===== src/rtl/game_pkg.sv =====
`default_nettype none
// ============================================================================
//  Module   : game_pkg
//  Brief    : Shared state codes, winner codes and play indices for the
//             reaction-duel controller and its display logic.
//  Revision : 1.0
// ============================================================================
package game_pkg;

  localparam logic [2:0] ST_IDLE      = 3'd0;
  localparam logic [2:0] ST_READY     = 3'd1;
  localparam logic [2:0] ST_ARMED     = 3'd2;
  localparam logic [2:0] ST_GO        = 3'd3;
  localparam logic [2:0] ST_ROUND_END = 3'd4;
  localparam logic [2:0] ST_GAME_OVER = 3'd5;

  typedef enum logic [2:0] {
    S_IDLE      = ST_IDLE,
    S_READY     = ST_READY,
    S_ARMED     = ST_ARMED,
    S_GO        = ST_GO,
    S_ROUND_END = ST_ROUND_END,
    S_GAME_OVER = ST_GAME_OVER
  } state_t;

  localparam logic [1:0] WIN_NONE = 2'b00;
  localparam logic [1:0] WIN_L    = 2'b01;
  localparam logic [1:0] WIN_R    = 2'b10;

  localparam int PLAY_L = 0;
  localparam int PLAY_R = 1;

  localparam logic [15:0] LFSR_SEED = 16'hACE1;
  localparam int          CNT_W     = 17;
  localparam int          REACT_W   = 14;
  localparam logic [13:0] REACT_MAX = 14'd9999;

  // Scores stop at the winning value even if a stray credit arrives.
  function automatic logic [3:0] score_inc(input logic [3:0] s, input logic [3:0] lim);
    return (s < lim) ? s + 4'd1 : s;
  endfunction

endpackage
`default_nettype wire


===== src/rtl/lfsr16.sv =====
`default_nettype none
// ============================================================================
//  Module   : lfsr16
//  Brief    : Free-running 16-bit Fibonacci LFSR, x^16+x^14+x^13+x^11.
//  Revision : 1.0
// ============================================================================
module lfsr16
  import game_pkg::*;
(
  input  logic        clk,
  input  logic        rst,
  output logic [15:0] o_value
);

  logic [15:0] lfsr_q;
  logic [15:0] lfsr_d;

  always_comb begin
    lfsr_d = {lfsr_q[0] ^ lfsr_q[2] ^ lfsr_q[3] ^ lfsr_q[5], lfsr_q[15:1]};
  end

  always_ff @(posedge clk or posedge rst) begin
    if (rst) begin
      lfsr_q <= LFSR_SEED;
    end else begin
      lfsr_q <= lfsr_d;
    end
  end

  assign o_value = lfsr_q;

endmodule
`default_nettype wire


===== src/rtl/game_ctrl.sv =====
`default_nettype none
// ============================================================================
//  Module   : game_ctrl
//  Brief    : Two-player reaction-duel controller: round sequencing, timing
//             and scoring.
//  Revision : 1.0
// ============================================================================
module game_ctrl
  import game_pkg::*;
#(
  parameter int unsigned COUNTDOWN_MS = 3000,
  parameter int unsigned RAND_MIN_MS  = 1000,
  parameter logic [15:0] RAND_MASK    = 16'h07FF,
  parameter int unsigned TIMEOUT_MS   = 5000,
  parameter int unsigned RESULT_MS    = 2000,
  parameter int unsigned WIN_SCORE    = 5
) (
  input  logic        clk,
  input  logic        rst,
  input  logic        i_tick,
  input  logic        i_start,
  input  logic        i_restart,
  input  logic [1:0]  i_play,
  output logic [2:0]  o_state,
  output logic        o_go,
  output logic [3:0]  o_score_l,
  output logic [3:0]  o_score_r,
  output logic [1:0]  o_winner,
  output logic [1:0]  o_foul,
  output logic [13:0] o_react_ms,
  output logic        o_game_over
);

  localparam logic [3:0] WIN = 4'(WIN_SCORE);

  state_t             state_q, state_d;
  logic [CNT_W-1:0]   cnt_q, cnt_d;
  logic [CNT_W-1:0]   delay_q, delay_d;
  logic [REACT_W-1:0] react_cnt_q, react_cnt_d;
  logic [REACT_W-1:0] react_q, react_d;
  logic [3:0]         score_l_q, score_l_d;
  logic [3:0]         score_r_q, score_r_d;
  logic [1:0]         winner_q, winner_d;
  logic [1:0]         foul_q, foul_d;
  logic               go_q, go_d;
  logic               game_over_q, game_over_d;

  logic [15:0]        w_lfsr;
  logic [CNT_W-1:0]   w_limit;
  logic               w_timed;
  logic               w_expire;

  lfsr16 u_lfsr (
    .clk     (clk),
    .rst     (rst),
    .o_value (w_lfsr)
  );

  always_comb begin
    w_limit = '0;
    w_timed = 1'b1;
    case (state_q)
      S_READY:     w_limit = CNT_W'(COUNTDOWN_MS);
      S_ARMED:     w_limit = delay_q;
      S_GO:        w_limit = CNT_W'(TIMEOUT_MS);
      S_ROUND_END: w_limit = CNT_W'(RESULT_MS);
      default:     w_timed = 1'b0;
    endcase
    w_expire = w_timed && i_tick && (cnt_q == w_limit - CNT_W'(1));
  end

  always_comb begin
    state_d     = state_q;
    cnt_d       = cnt_q;
    delay_d     = delay_q;
    react_cnt_d = react_cnt_q;
    react_d     = react_q;
    score_l_d   = score_l_q;
    score_r_d   = score_r_q;
    winner_d    = winner_q;
    foul_d      = foul_q;

    if (w_timed && i_tick) begin
      cnt_d = cnt_q + CNT_W'(1);
    end

    if (i_restart && (state_q != S_IDLE)) begin
      state_d   = S_IDLE;
      score_l_d = '0;
      score_r_d = '0;
      winner_d  = WIN_NONE;
      foul_d    = 2'b00;
      react_d   = '0;
    end else begin
      case (state_q)
        S_IDLE, S_GAME_OVER: begin
          if (i_start) begin
            state_d   = S_READY;
            score_l_d = '0;
            score_r_d = '0;
            winner_d  = WIN_NONE;
            foul_d    = 2'b00;
            react_d   = '0;
          end
        end
        S_READY: begin
          if (w_expire) begin
            state_d = S_ARMED;
            delay_d = CNT_W'(RAND_MIN_MS) + {1'b0, w_lfsr & RAND_MASK};
          end
        end
        S_ARMED: begin
          // A press beats delay expiry in the same cycle: still a false start.
          if (&i_play) begin
            state_d  = S_ROUND_END;
            foul_d   = 2'b11;
            winner_d = WIN_NONE;
          end else if (i_play[PLAY_L]) begin
            state_d   = S_ROUND_END;
            foul_d    = 2'b01;
            winner_d  = WIN_R;
            score_r_d = score_inc(score_r_q, WIN);
          end else if (i_play[PLAY_R]) begin
            state_d   = S_ROUND_END;
            foul_d    = 2'b10;
            winner_d  = WIN_L;
            score_l_d = score_inc(score_l_q, WIN);
          end else if (w_expire) begin
            state_d     = S_GO;
            react_cnt_d = '0;
          end
        end
        S_GO: begin
          if (|i_play) begin
            state_d = S_ROUND_END;
            foul_d  = 2'b00;
            react_d = react_cnt_q;
            if (&i_play) begin
              winner_d = WIN_NONE;
            end else if (i_play[PLAY_L]) begin
              winner_d  = WIN_L;
              score_l_d = score_inc(score_l_q, WIN);
            end else begin
              winner_d  = WIN_R;
              score_r_d = score_inc(score_r_q, WIN);
            end
          end else if (w_expire) begin
            state_d  = S_ROUND_END;
            winner_d = WIN_NONE;
            foul_d   = 2'b00;
            react_d  = '0;
          end else if (i_tick && (react_cnt_q != REACT_MAX)) begin
            react_cnt_d = react_cnt_q + REACT_W'(1);
          end
        end
        S_ROUND_END: begin
          if (w_expire) begin
            if ((score_l_q == WIN) || (score_r_q == WIN)) begin
              state_d = S_GAME_OVER;
            end else begin
              state_d  = S_READY;
              winner_d = WIN_NONE;
              foul_d   = 2'b00;
            end
          end
        end
        default: state_d = S_IDLE;
      endcase
    end

    if (state_d != state_q) begin
      cnt_d = '0;
    end

    go_d        = (state_d == S_GO);
    game_over_d = (state_d == S_GAME_OVER);
  end

  always_ff @(posedge clk or posedge rst) begin
    if (rst) begin
      state_q     <= S_IDLE;
      cnt_q       <= '0;
      delay_q     <= '0;
      react_cnt_q <= '0;
      react_q     <= '0;
      score_l_q   <= '0;
      score_r_q   <= '0;
      winner_q    <= WIN_NONE;
      foul_q      <= 2'b00;
      go_q        <= 1'b0;
      game_over_q <= 1'b0;
    end else begin
      state_q     <= state_d;
      cnt_q       <= cnt_d;
      delay_q     <= delay_d;
      react_cnt_q <= react_cnt_d;
      react_q     <= react_d;
      score_l_q   <= score_l_d;
      score_r_q   <= score_r_d;
      winner_q    <= winner_d;
      foul_q      <= foul_d;
      go_q        <= go_d;
      game_over_q <= game_over_d;
    end
  end

  assign o_state     = state_q;
  assign o_go        = go_q;
  assign o_score_l   = score_l_q;
  assign o_score_r   = score_r_q;
  assign o_winner    = winner_q;
  assign o_foul      = foul_q;
  assign o_react_ms  = react_q;
  assign o_game_over = game_over_q;

endmodule
`default_nettype wire


===== config.mk =====
export PLATFORM = sky130hd
export DESIGN_NAME = game_ctrl
export DESIGN_NICKNAME = d
export VERILOG_FILES = /design/src/rtl/game_pkg.sv /design/src/rtl/lfsr16.sv /design/src/rtl/game_ctrl.sv
export SDC_FILE = /design/constraint.sdc
export NUM_CORES = 1
export LEC_CHECK = 0
export BUFFER_PORTS_ARGS = -buffer_cell sky130_fd_sc_hd__buf_2
export CORE_MARGIN = 5
export CORE_UTILIZATION = 50
export DETAILED_ROUTE_END_ITERATION = 12
export GPL_TIMING_DRIVEN = 0
export PLACE_DENSITY = 0.77
export SYNTH_ARGS = -nofsm -noshare
export SYNTH_HDL_FRONTEND = slang
export SYNTH_SLANG_ARGS = --single-unit

===== constraint.sdc =====
create_clock -name clk -period 3.2 [get_ports clk]
set_input_delay 0.16 -clock clk [delete_from_list [all_inputs] [get_ports clk]]
set_output_delay 0.16 -clock clk [all_outputs]
set_load 0.03 [all_outputs]

* After elaboration in Yosys (flattened, before gate mapping)
Index checks and enable logic that the tools add are counted.
** Storage, ports and cells
- Bits in registers :: 95
- Input port bits :: 7
- Output and inout port bits :: 31
- Logic and storage cells :: 142
** Operators by class
- Add/sub/neg operators :: 6
- Order comparisons :: 2
- Eq/ne operators :: 32
- Multiplexer cells :: 64
- Bitwise logic cells :: 4
- Reduce and logical (&&, ||, !) cells :: 22
** Operators by type and width (count)
- $mux W14 :: 10
- $pmux W17 S4 :: 1
- $mux W4 :: 16
- $pmux W14 S2 :: 2
- $mux W17 :: 2
- $mux W3 :: 11
- $ne A3 B3 Y1 const B :: 11
- $mux W2 :: 16
- $pmux W4 S3 :: 2
- $add A17 B1 Y17 const B :: 1
- $eq A17 B17 Y1 :: 1
- $sub A17 B1 Y17 const B :: 1
- $pmux W2 S4 :: 2
- $pmux W3 S5 :: 1
- $add A14 B1 Y14 const B :: 1
- $ne A14 B14 Y1 const B :: 1
- $ne A2 B2 Y1 const B :: 7
- $add A10 B11 Y12 const A :: 1
- $eq A3 B2 Y1 const B :: 3
- $eq A3 B3 Y1 const B :: 3
- $reduce_and A9 Y1 :: 1
- $add A4 B1 Y4 const B :: 2
- $eq A4 B3 Y1 const B :: 2
- $lt A4 B3 Y1 const B :: 2
- 21 further kinds :: 30

* Depth between registers and ports, before layout
Gate-level depths: netlist of run 1.
- Word-level depth :: 13
- Mapped depth :: 15
- Gate-level depth less buffers :: 12

* Cells and area by module
A second synthesis of run 1 with hierarchy kept.
** Unflattened totals
- Cells, all modules :: 555
- Area total of the unflattened synthesis :: 5286.3 um^2
** By module, submodules not included
- game_ctrl :: times used 1, cells each 520, area each 4733.3 um^2, seq. area each 1851.8 um^2
- lfsr16 :: times used 1, cells each 35, area each 553.0 um^2, seq. area each 410.4 um^2

* Least setup slack after synthesis of run 1
Ideal clock, no wire load.
- Kind :: reg2reg
- From :: reg state_q[0], in the netlist o_state[0]
- To :: reg cnt_q[1]
- Library setup time :: 130 ps
- Arrival :: 3534 ps
- Data required time :: 3070 ps
- Path slack :: -464 ps
- Stages on the path, launching flop included :: 14
- Path buffers :: 2
- Clock period less this slack :: 3664 ps
- Cell sequence :: dfrtp_1 > buf_2 > nor3b_2 > nand2_1 > ha_1 > o2111ai_1 > or4_1 > a221oi_2 > o2111ai_1 > nor4_4 > a41oi_1 > a211oi_2 > buf_4 > a211oi_1
** Between the ends
- Word-level cells in the longest chain between the ends :: 13
- Elaborated cells between the ends (all ways) :: 30
- Those cells by class :: 1 x add/sub; 7 x eq/ne; 14 x mux; 8 x reduce/logical
** RTL lines
- from (decl) :: RTL line game_ctrl.sv:36 : state_t state_q, state_d;
- from (signal assigned) :: RTL line game_ctrl.sv:193 : state_q <= state_d;
- $eq A3 B3 Y1 (tied with other cells) :: RTL line game_ctrl.sv:62, game_ctrl.sv:95
- $pmux W17 S4 / $reduce_or A4 Y1 (equally long branches)
- $sub A17 B1 Y17 / $mux W1 (equally long branches) :: RTL line game_ctrl.sv:69, game_ctrl.sv:62
- $eq A17 B17 Y1 / $logic_and A1 B1 Y1 (equally long branches) :: RTL line game_ctrl.sv:69, game_ctrl.sv:83
- $logic_and A1 B1 Y1 :: RTL line game_ctrl.sv:69 : w_expire = w_timed && i_tick && (cnt_q == w_limit - CNT_W'(1));
- $mux W3 :: RTL line game_ctrl.sv:128 : end else if (w_expire) begin
- $mux W3 :: RTL line game_ctrl.sv:123 : end else if (i_play[PLAY_R]) begin
- $mux W3 :: RTL line game_ctrl.sv:118 : end else if (i_play[PLAY_L]) begin
- $mux W3 :: RTL line game_ctrl.sv:114 : if (&i_play) begin
- $pmux W3 S5 :: RTL line game_ctrl.sv:95 : case (state_q)
- $mux W3 :: RTL line game_ctrl.sv:87 : if (i_restart && (state_q != S_IDLE)) begin
- $ne A3 B3 Y1 :: RTL line game_ctrl.sv:171 : if (state_d != state_q) begin
- $mux W17 / $reduce_bool A2 Y1 (equally long branches)
- to (signal assigned) :: RTL line game_ctrl.sv:194 : cnt_q <= cnt_d;
- to (decl) :: RTL line game_ctrl.sv:37 : logic [CNT_W-1:0] cnt_q, cnt_d;
Parallel ways exist; a longest one is shown, timed or not.
A chain may end at the register's enable or synchronous reset.

* Final worst setup path of run 1
- From :: reg state_q[1], in the netlist o_state[1]
- To :: reg react_q[8], in the netlist o_react_ms[8]
** Between the ends
- Word-level cells in the longest chain between the ends :: 7
- Elaborated cells between the ends (all ways) :: 22
- Those cells by class :: 1 x add/sub; 8 x eq/ne; 4 x mux; 9 x reduce/logical
** RTL lines
- $eq A3 B3 Y1 (tied with other cells) :: RTL line game_ctrl.sv:62 : case (state_q)
- $pmux W17 S4 / $reduce_or A4 Y1 (equally long branches)
- $sub A17 B1 Y17 / $mux W1 (equally long branches) :: RTL line game_ctrl.sv:69, game_ctrl.sv:62
- $eq A17 B17 Y1 / $logic_and A1 B1 Y1 (equally long branches) :: RTL line game_ctrl.sv:69
- $logic_and A1 B1 Y1 :: RTL line game_ctrl.sv:69
- $ne A4 B4 Y1 (no source line)
- $reduce_and A3 Y1 (no source line)
- to (signal assigned) :: RTL line game_ctrl.sv:197 : react_q <= react_d;
- to (decl) :: RTL line game_ctrl.sv:40 : logic [REACT_W-1:0] react_q, react_d;
Parallel ways exist; a longest one is shown, timed or not.

==> flow_summary.ini, run 1 <==
[timing]
hold_viol = 0
slew_headroom_pct = 41.4
maximum_clock_frequency_mhz = 290
grt_setup_unrepaired = true
timing.final.max_slew_violations = 0
post-route-period-util_pct = 108
worst_pin_slew_ns = 0.879
fin_crit_ns = 3.44
setup_viol = 63
setup_slack_ns = -0.243
finClkSkew_ns = 0.0120

[floorplanning]
die_area_um2 = 12600
floorplan.initialDensity_pct = 51.0
core_area_um2 = 10200
io_pins = 38
die_h_um = 112
placementRows = 37
die_width_um = 112

[cells_and_area]
final_nets = 653
layout.cells.most_common = dfrtp_1
final_cell_area_um2 = 6740
total_inserted_antenna_cells = 0
layout.core_utilization_pct = 65.9
area.growth.synth_to_final_pct = 29.2
most_used_cells_in_the_layout_excluding_fill_and_tap_cells = 77 x dfrtp_1, 44 x nand2_1, 38 x buf_2
final_layout_size_suffix_gt1_share_pct = 30.9

[setup_path]
worst_path_max_delay_cell = or4_4
crit_chain = nor3b_4 -> nand2_2 -> ha_4 -> o2111ai_4 -> or4_4 -> a221oi_2 -> o2111ai_2 -> nor4_4 -> buf_6 -> nor3_2 -> o311a_1 -> buf_8 -> a22o_1
cp.buffers_inverters = 2
required_ns = 3.46
type_of_the_setup_path_with_the_least_slack = flip-flop to flip-flop
setup.worst_path.start_class = flip-flop
worstPathArrival_ns = 3.70
end_kind = flip-flop
critPathTopFamily = compound AO/OA/AOI/OAI gates
cp_slowest_stage_delay_ns = 0.56
critical_path_peak_fanout = 10

[place]
port_buffers = 36
routabilityCongestion = 0.977
dp.final_hpwl_um = 9590
post_dp_cell_area_um2 = 5690

[yosys]
synth-seq-cells = 90
synth.yosys.seq_area_share_pct = 43.3
syn_nets = 572
mappedNetlistArea_um2 = 5220
ranking_of_synthesized_cells_by_area = dfrtp_1 39%, o21ai_0 4.4%, dfstp_2 4.0%, a211oi_1 3.3%, nand2_1 3.3%
avgSynthCellArea_um2 = 9.41
synth_cell_types = 66
synth_async_sr_flop_share_pct = 100
portion_of_synthesized_cell_area_occupied_by_the_leading_cell_type_pct = 39.3
mapped_cells = 555
synth_ff_type = dfrtp_1
synthDominantAreaCellType = dfrtp_1
synth-edff-count = 0
ys_warn_count = 0

[power]
power_switching_mw = 1.21
p_leak_nw = 2.88
power.internal_mw = 2.14
sequential_share_of_power_pct = 35.8
power_per_cell_area_nw_per_um2 = 496
combinationalPowerShare_pct = 38.5
clockPowerShare_pct = 25.7
ir_worst_vdd_v = 0.000266
fin_total_pwr_mw = 3.34
p_sw_share_pct = 36.1

[global_route]
pin_count_of_the_biggest_net_entering_global_routing = 60
grt_busiest_layer = met2
globalRouteMet3Util_pct = 3.34
first_pass_grt_wire_length_um = 23700
grt_use_met1_pct = 32.9
initial_antenna_violation_count = 0
globalRouteMet2Util_pct = 35.6
global_route.overflow_total = 0
first_global_vias = 4680
globalRouteTotalUtil_pct = 22.8

[clock_tree]
cts.path.max_buffers = 2
cts_root_buffer = clkbuf_8
cts_max_level = 3
clock_tree_from_tritoncts = built
clkTransAtPathRegs_ns = 0.09
cts_made_buffers = 9
clkSinkCount = 90
clock_latency_ns = 0.37

[route]
route.detailed.drc = 0
vias_after_detailed_routing = 4780
drt_initial_violations = 336
drtAntennaViolNets = 0
drt-vias-per-instance = 6.15
detailedRoute.firstPassIterationCount = 6
route.detailed.wl_per_inst_um = 18.8
postRouteWirelength_um = 14600

[hold_path]
hp-class = input pin to flip-flop

[run_status]
failed_checks = setup timing
outcome = complete, but fails checks

[flow_run]
drv_cap = 0
## registers in the layout (all words and copies together), names as in the netlist
signal / cells
o_go: 1
o_score_r: 4
o_winner: 2
cnt_q: 17
o_react_ms: 14
u_lfsr.o_value: 16
delay_q: 12
o_score_l: 4
o_foul: 2
react_cnt_q: 14
o_game_over: 1
o_state: 3
## synth_stat cells, drive strengths merged, types with 2 or more instances
library cell  instances
xor2                 19
nor3                 12
and2                  3
or4                   7
a31oi                 4
buf                  11
o41ai                 3
o22ai                 6
o211a                 2
o21ai                46
a221oi                3
a41oi                 3
mux2                  5
and3                 11
o2111a                2
a21o                  2
dfstp                 8
nor4                 11
o31ai                 7
a211oi               24
or2                   3
nand2b               14
nand2                46
a22o                 14
a311oi                2
o21a                  3
xnor2                17
nand3b                3
a21oi                21
nor2b                 6
o311a                 2
mux2i                 7
nor3b                 3
nand3                24
or3                  11
clkbuf               20
dfrtp                82
o211ai                6
ha                   10
nand4                10
nor2                 27
inv                  17
o21ba                 2
o2111ai               2
## worst paths after layout
kind / from / endpoint / slack (ns) / cells after the start
min in group asynchronous: rst / cnt_q[1] / 0.33 / 3
hold / removal: i_play[0] / o_foul[0] / 0.18 / 3
max in group asynchronous: rst / o_state[0] / 2.23 / 4
setup / recovery: o_state[1] / o_react_ms[8] / -0.24 / 13
hold reg to reg: u_lfsr.o_value[11] / u_lfsr.o_value[10] / 0.36 / 0
setup reg to reg: o_state[1] / o_react_ms[8] / -0.24 / 13
## tightest hold or removal path: cells and delay by family
family                 cells  cell delay, ns
AOI/OAI and AO/OA          1            0.06
and+or+nand+nor            1            0.11
buffers and inverters      1            0.18
## per-layer routing
| layer | vias to the layer above | routed length, um | share of wire (%) |
|---|---|---|---|
| met5 | - | 0 | 0 |
| met4 | 0 | 203 | 1.4 |
| li1 | 2232 | - | - |
| met1 | 2370 | 6670 | 46 |
| met3 | 22 | 724 | 5.0 |
| met2 | 156 | 7000 | 48 |
## power by group through the flow
stage,Sequential (mW),Combinational (mW),Clock [mW]
floorplan,1.21,0.688,0
finish,1.20,1.29,0.858
global placement,1.20,0.878,0
CTS,1.19,1.08,0.874
detailed placement,1.20,0.907,0
global route,1.20,1.37,0.940
## cells by family after synthesis
family / synth area share (%)
simple gates: 20.0
compound gates: 21.6
flops: 43.3
buf+inv: 3.81
xor+xnor: 6.50
mux: 2.42
fa+ha+maj: 2.40
## timing repair
action / 4_1_cts / 5_1_grt
cloned: 2 / 1
endpoints found under the hold margin: 23 / 0
setup buffers: 27 / 6
resized for setup: 72 / 51
hold buffers: 1 / 0
endpoints found under the setup margin: 66 / 65
pin swaps: 21 / 13
## cell type report
class | instances | area [um^2]
well taps | 136 | 170
plain buffers | 27 | 205
clock buffers | 12 | 165
repair buffers | 74 | 593
inverters | 18 | 71.3
fillers | 821 | 3490
flip-flops and latches | 90 | 2270
multi-input cells | 416 | 3220
clock inverters | 4 | 55.1
## per-stage QoR
stage               worst slack [ns]  cells  setup TNS, ns  hold WS [ns]
finish                        -0.243    777          -9.79         0.179
global placement              -0.800    727         -61.05         0.350
floorplan                     -0.328    555         -13.58         0.333
CTS                           -0.136    771          -4.44         0.166
global route                  -0.375    777         -19.22         0.188
detailed placement            -0.830    728         -42.44         0.192
(Power assumes the default switching activity.)
==> inputs of run 2 (changes only) <==
CORE_ASPECT_RATIO = 0.6   (was default)
==> run 2 against run 1 <==
  * Flip-flop and latch count unchanged
  * Largest power group unchanged
  * The flow still finishes with violations (setup timing)
  * Non-clock buffer count up 4
  * Highest routed layer unchanged
  * Wire length up 8.5%
  * Via count up 4.4%
  * Largest cell class unchanged
  * Cell area up 1.4%
  * Combinational power up 3%
  * Critical endpoint is now cnt_q[16]
  * Fmax down 0.85%
  * First-iteration DRC count up 42%
==> flow_summary.ini, run 2 (synthesis results as in run 1) <==
[run_status]
outcome = complete, but fails checks
failed_checks = setup timing

[power]
fin_total_pwr_mw = 3.59
combinationalPowerShare_pct = 37.1
power_switching_mw = 1.32
power.internal_mw = 2.27
sequential_share_of_power_pct = 33.4
p_sw_share_pct = 36.7
power_per_cell_area_nw_per_um2 = 524
ir_worst_vdd_v = 0.000337
p_leak_nw = 2.90
clockPowerShare_pct = 29.5

[place]
post_dp_cell_area_um2 = 5690
port_buffers = 36
dp_cells = 727
dp_slack_ns = -0.833
dp.final_hpwl_um = 10600
routabilityCongestion = 0.935

[cells_and_area]
largest_register_ff_count = 17
area.growth.synth_to_final_pct = 31.0
total_inserted_antenna_cells = 0
layout.cells.most_common = dfrtp_1
most_used_cells_in_the_layout_excluding_fill_and_tap_cells = 73 x dfrtp_1, 44 x nand2_1, 37 x buf_2
filler_cell_count = 788
final_layout_size_suffix_gt1_share_pct = 31.5
final_nets = 657
final_cell_area_um2 = 6840
register_with_the_most_flip_flops = cnt_q
post_layout_nonfiller_instances = 780

[global_route]
global_route.overflow_total = 0
first_global_vias = 4585
initial_antenna_violation_count = 0
first_pass_grt_wire_length_um = 25000
pin_count_of_the_biggest_net_entering_global_routing = 49
globalRouteTotalUtil_pct = 25.1

[route]
drt-vias-per-instance = 6.40
route.detailed.wl_per_inst_um = 20.3
vias_after_detailed_routing = 4989
drtAntennaViolNets = 0
drt_initial_violations = 477
route.detailed.drc = 0
postRouteWirelength_um = 15800
detailedRoute.firstPassIterationCount = 6

[hold_path]
hp-class = input pin to flip-flop

[clock_tree]
clkTransAtPathRegs_ns = 0.07
cts_root_buffer = clkbuf_16
cts_made_buffers = 9
clock_tree_from_tritoncts = built
cts.path.max_buffers = 2
cts_max_level = 3
clock_latency_ns = 0.35
clkSinkCount = 90

[floorplanning]
placementRows = 28
core_area_um2 = 10000
floorplan.initialDensity_pct = 52.1
io_pins = 38
die_area_um2 = 12700
die_h_um = 89.1
die_width_um = 142

[timing]
finClkSkew_ns = 0.00751
post-route-period-util_pct = 109
fin_crit_ns = 3.47
hold_viol = 0
maximum_clock_frequency_mhz = 288
timing.final.max_slew_violations = 0
setup_slack_ns = -0.272
slew_headroom_pct = 47.6
worst_pin_slew_ns = 0.779
setup_viol = 65
grt_setup_unrepaired = true

[setup_path]
type_of_the_setup_path_with_the_least_slack = flip-flop to flip-flop
critical_path_peak_fanout = 8
worstPathArrival_ns = 3.70
required_ns = 3.43
setup.worst_path.start_class = flip-flop
end_kind = flip-flop

[flow_run]
drv_cap = 0
-- run 2: metrics by stage --
step	setup TNS (ns)	hold WS (ns)	utilization, %
floorplan	-13.58	0.333	-
global placement	-61.00	0.339	56.5
detailed placement	-44.32	0.253	56.8
CTS	-7.35	0.225	64.4
global route	-18.29	0.249	68.3
finish	-12.82	0.239	68.3
-- run 2: area by class of cell --
cell class,count,area [um^2],area share [%]
clock inverter,7,70.1,1.02
timing repair buffer,77,589,8.62
tap,135,169,2.47
inverter,18,75.1,1.10
buffer,28,205,3.00
clock buffer,9,225,3.29
sequential,90,2270,33.2
multi-input combinational,416,3230,47.3
-- run 2: path summary, 6_finish.rpt --
path	from	to	slack, ns	cells past startpoint
worst min register to register	u_lfsr.o_value[11]	u_lfsr.o_value[10]	0.36	0
max in group asynchronous	rst	u_lfsr.o_value[0]	2.11	4
worst max-delay path	o_state[1]	cnt_q[16]	-0.27	13
worst min-delay path	i_play[0]	o_foul[0]	0.24	3
min in group asynchronous	rst	o_foul[0]	0.41	3
worst max register to register	o_state[1]	cnt_q[16]	-0.27	13
-- run 2: per-layer routing --
layer	part of all wire [%]	vias to the layer above	track usage, %
li1	-	2246	-
met5	0	-	0
met4	0.92	0	5.84
met1	48	2482	38.8
met2	41	242	34.4
met3	9.4	19	7.11
-- run 2: power groups by stage --
stage | sequential, mW | clock (mW) | combinational [mW]
5_1_grt | 1.20 | 1.13 | 1.41
3_3_place_gp | 1.20 | 0 | 0.896
4_1_cts | 1.20 | 1.07 | 1.09
6_report | 1.20 | 1.06 | 1.33
2_1_floorplan | 1.21 | 0 | 0.688
3_5_place_dp | 1.20 | 0 | 0.909
-- run 2: worst max-delay path, stage by stage (launching register included) --
cell	delay, ns
dfrtp_2	0.47
buf_6	0.14
or3b_4	0.37
o211a_1	0.14
or4_4	0.54
a221oi_2	0.30
o2111ai_2	0.18
nor4_4	0.23
buf_12	0.19
a41oi_4	0.15
a211oi_4	0.28
buf_6	0.16
buf_6	0.13
a211oi_1	0.05
-- run 2: timing repair --
item	in CTS	in global routing
setup buffers	26	9
hold endpoints to repair	42	0
gates resized for setup	64	70
gates cloned	3	2
pin swaps	17	20
setup endpoints to repair	66	65
hold buffers	1	0
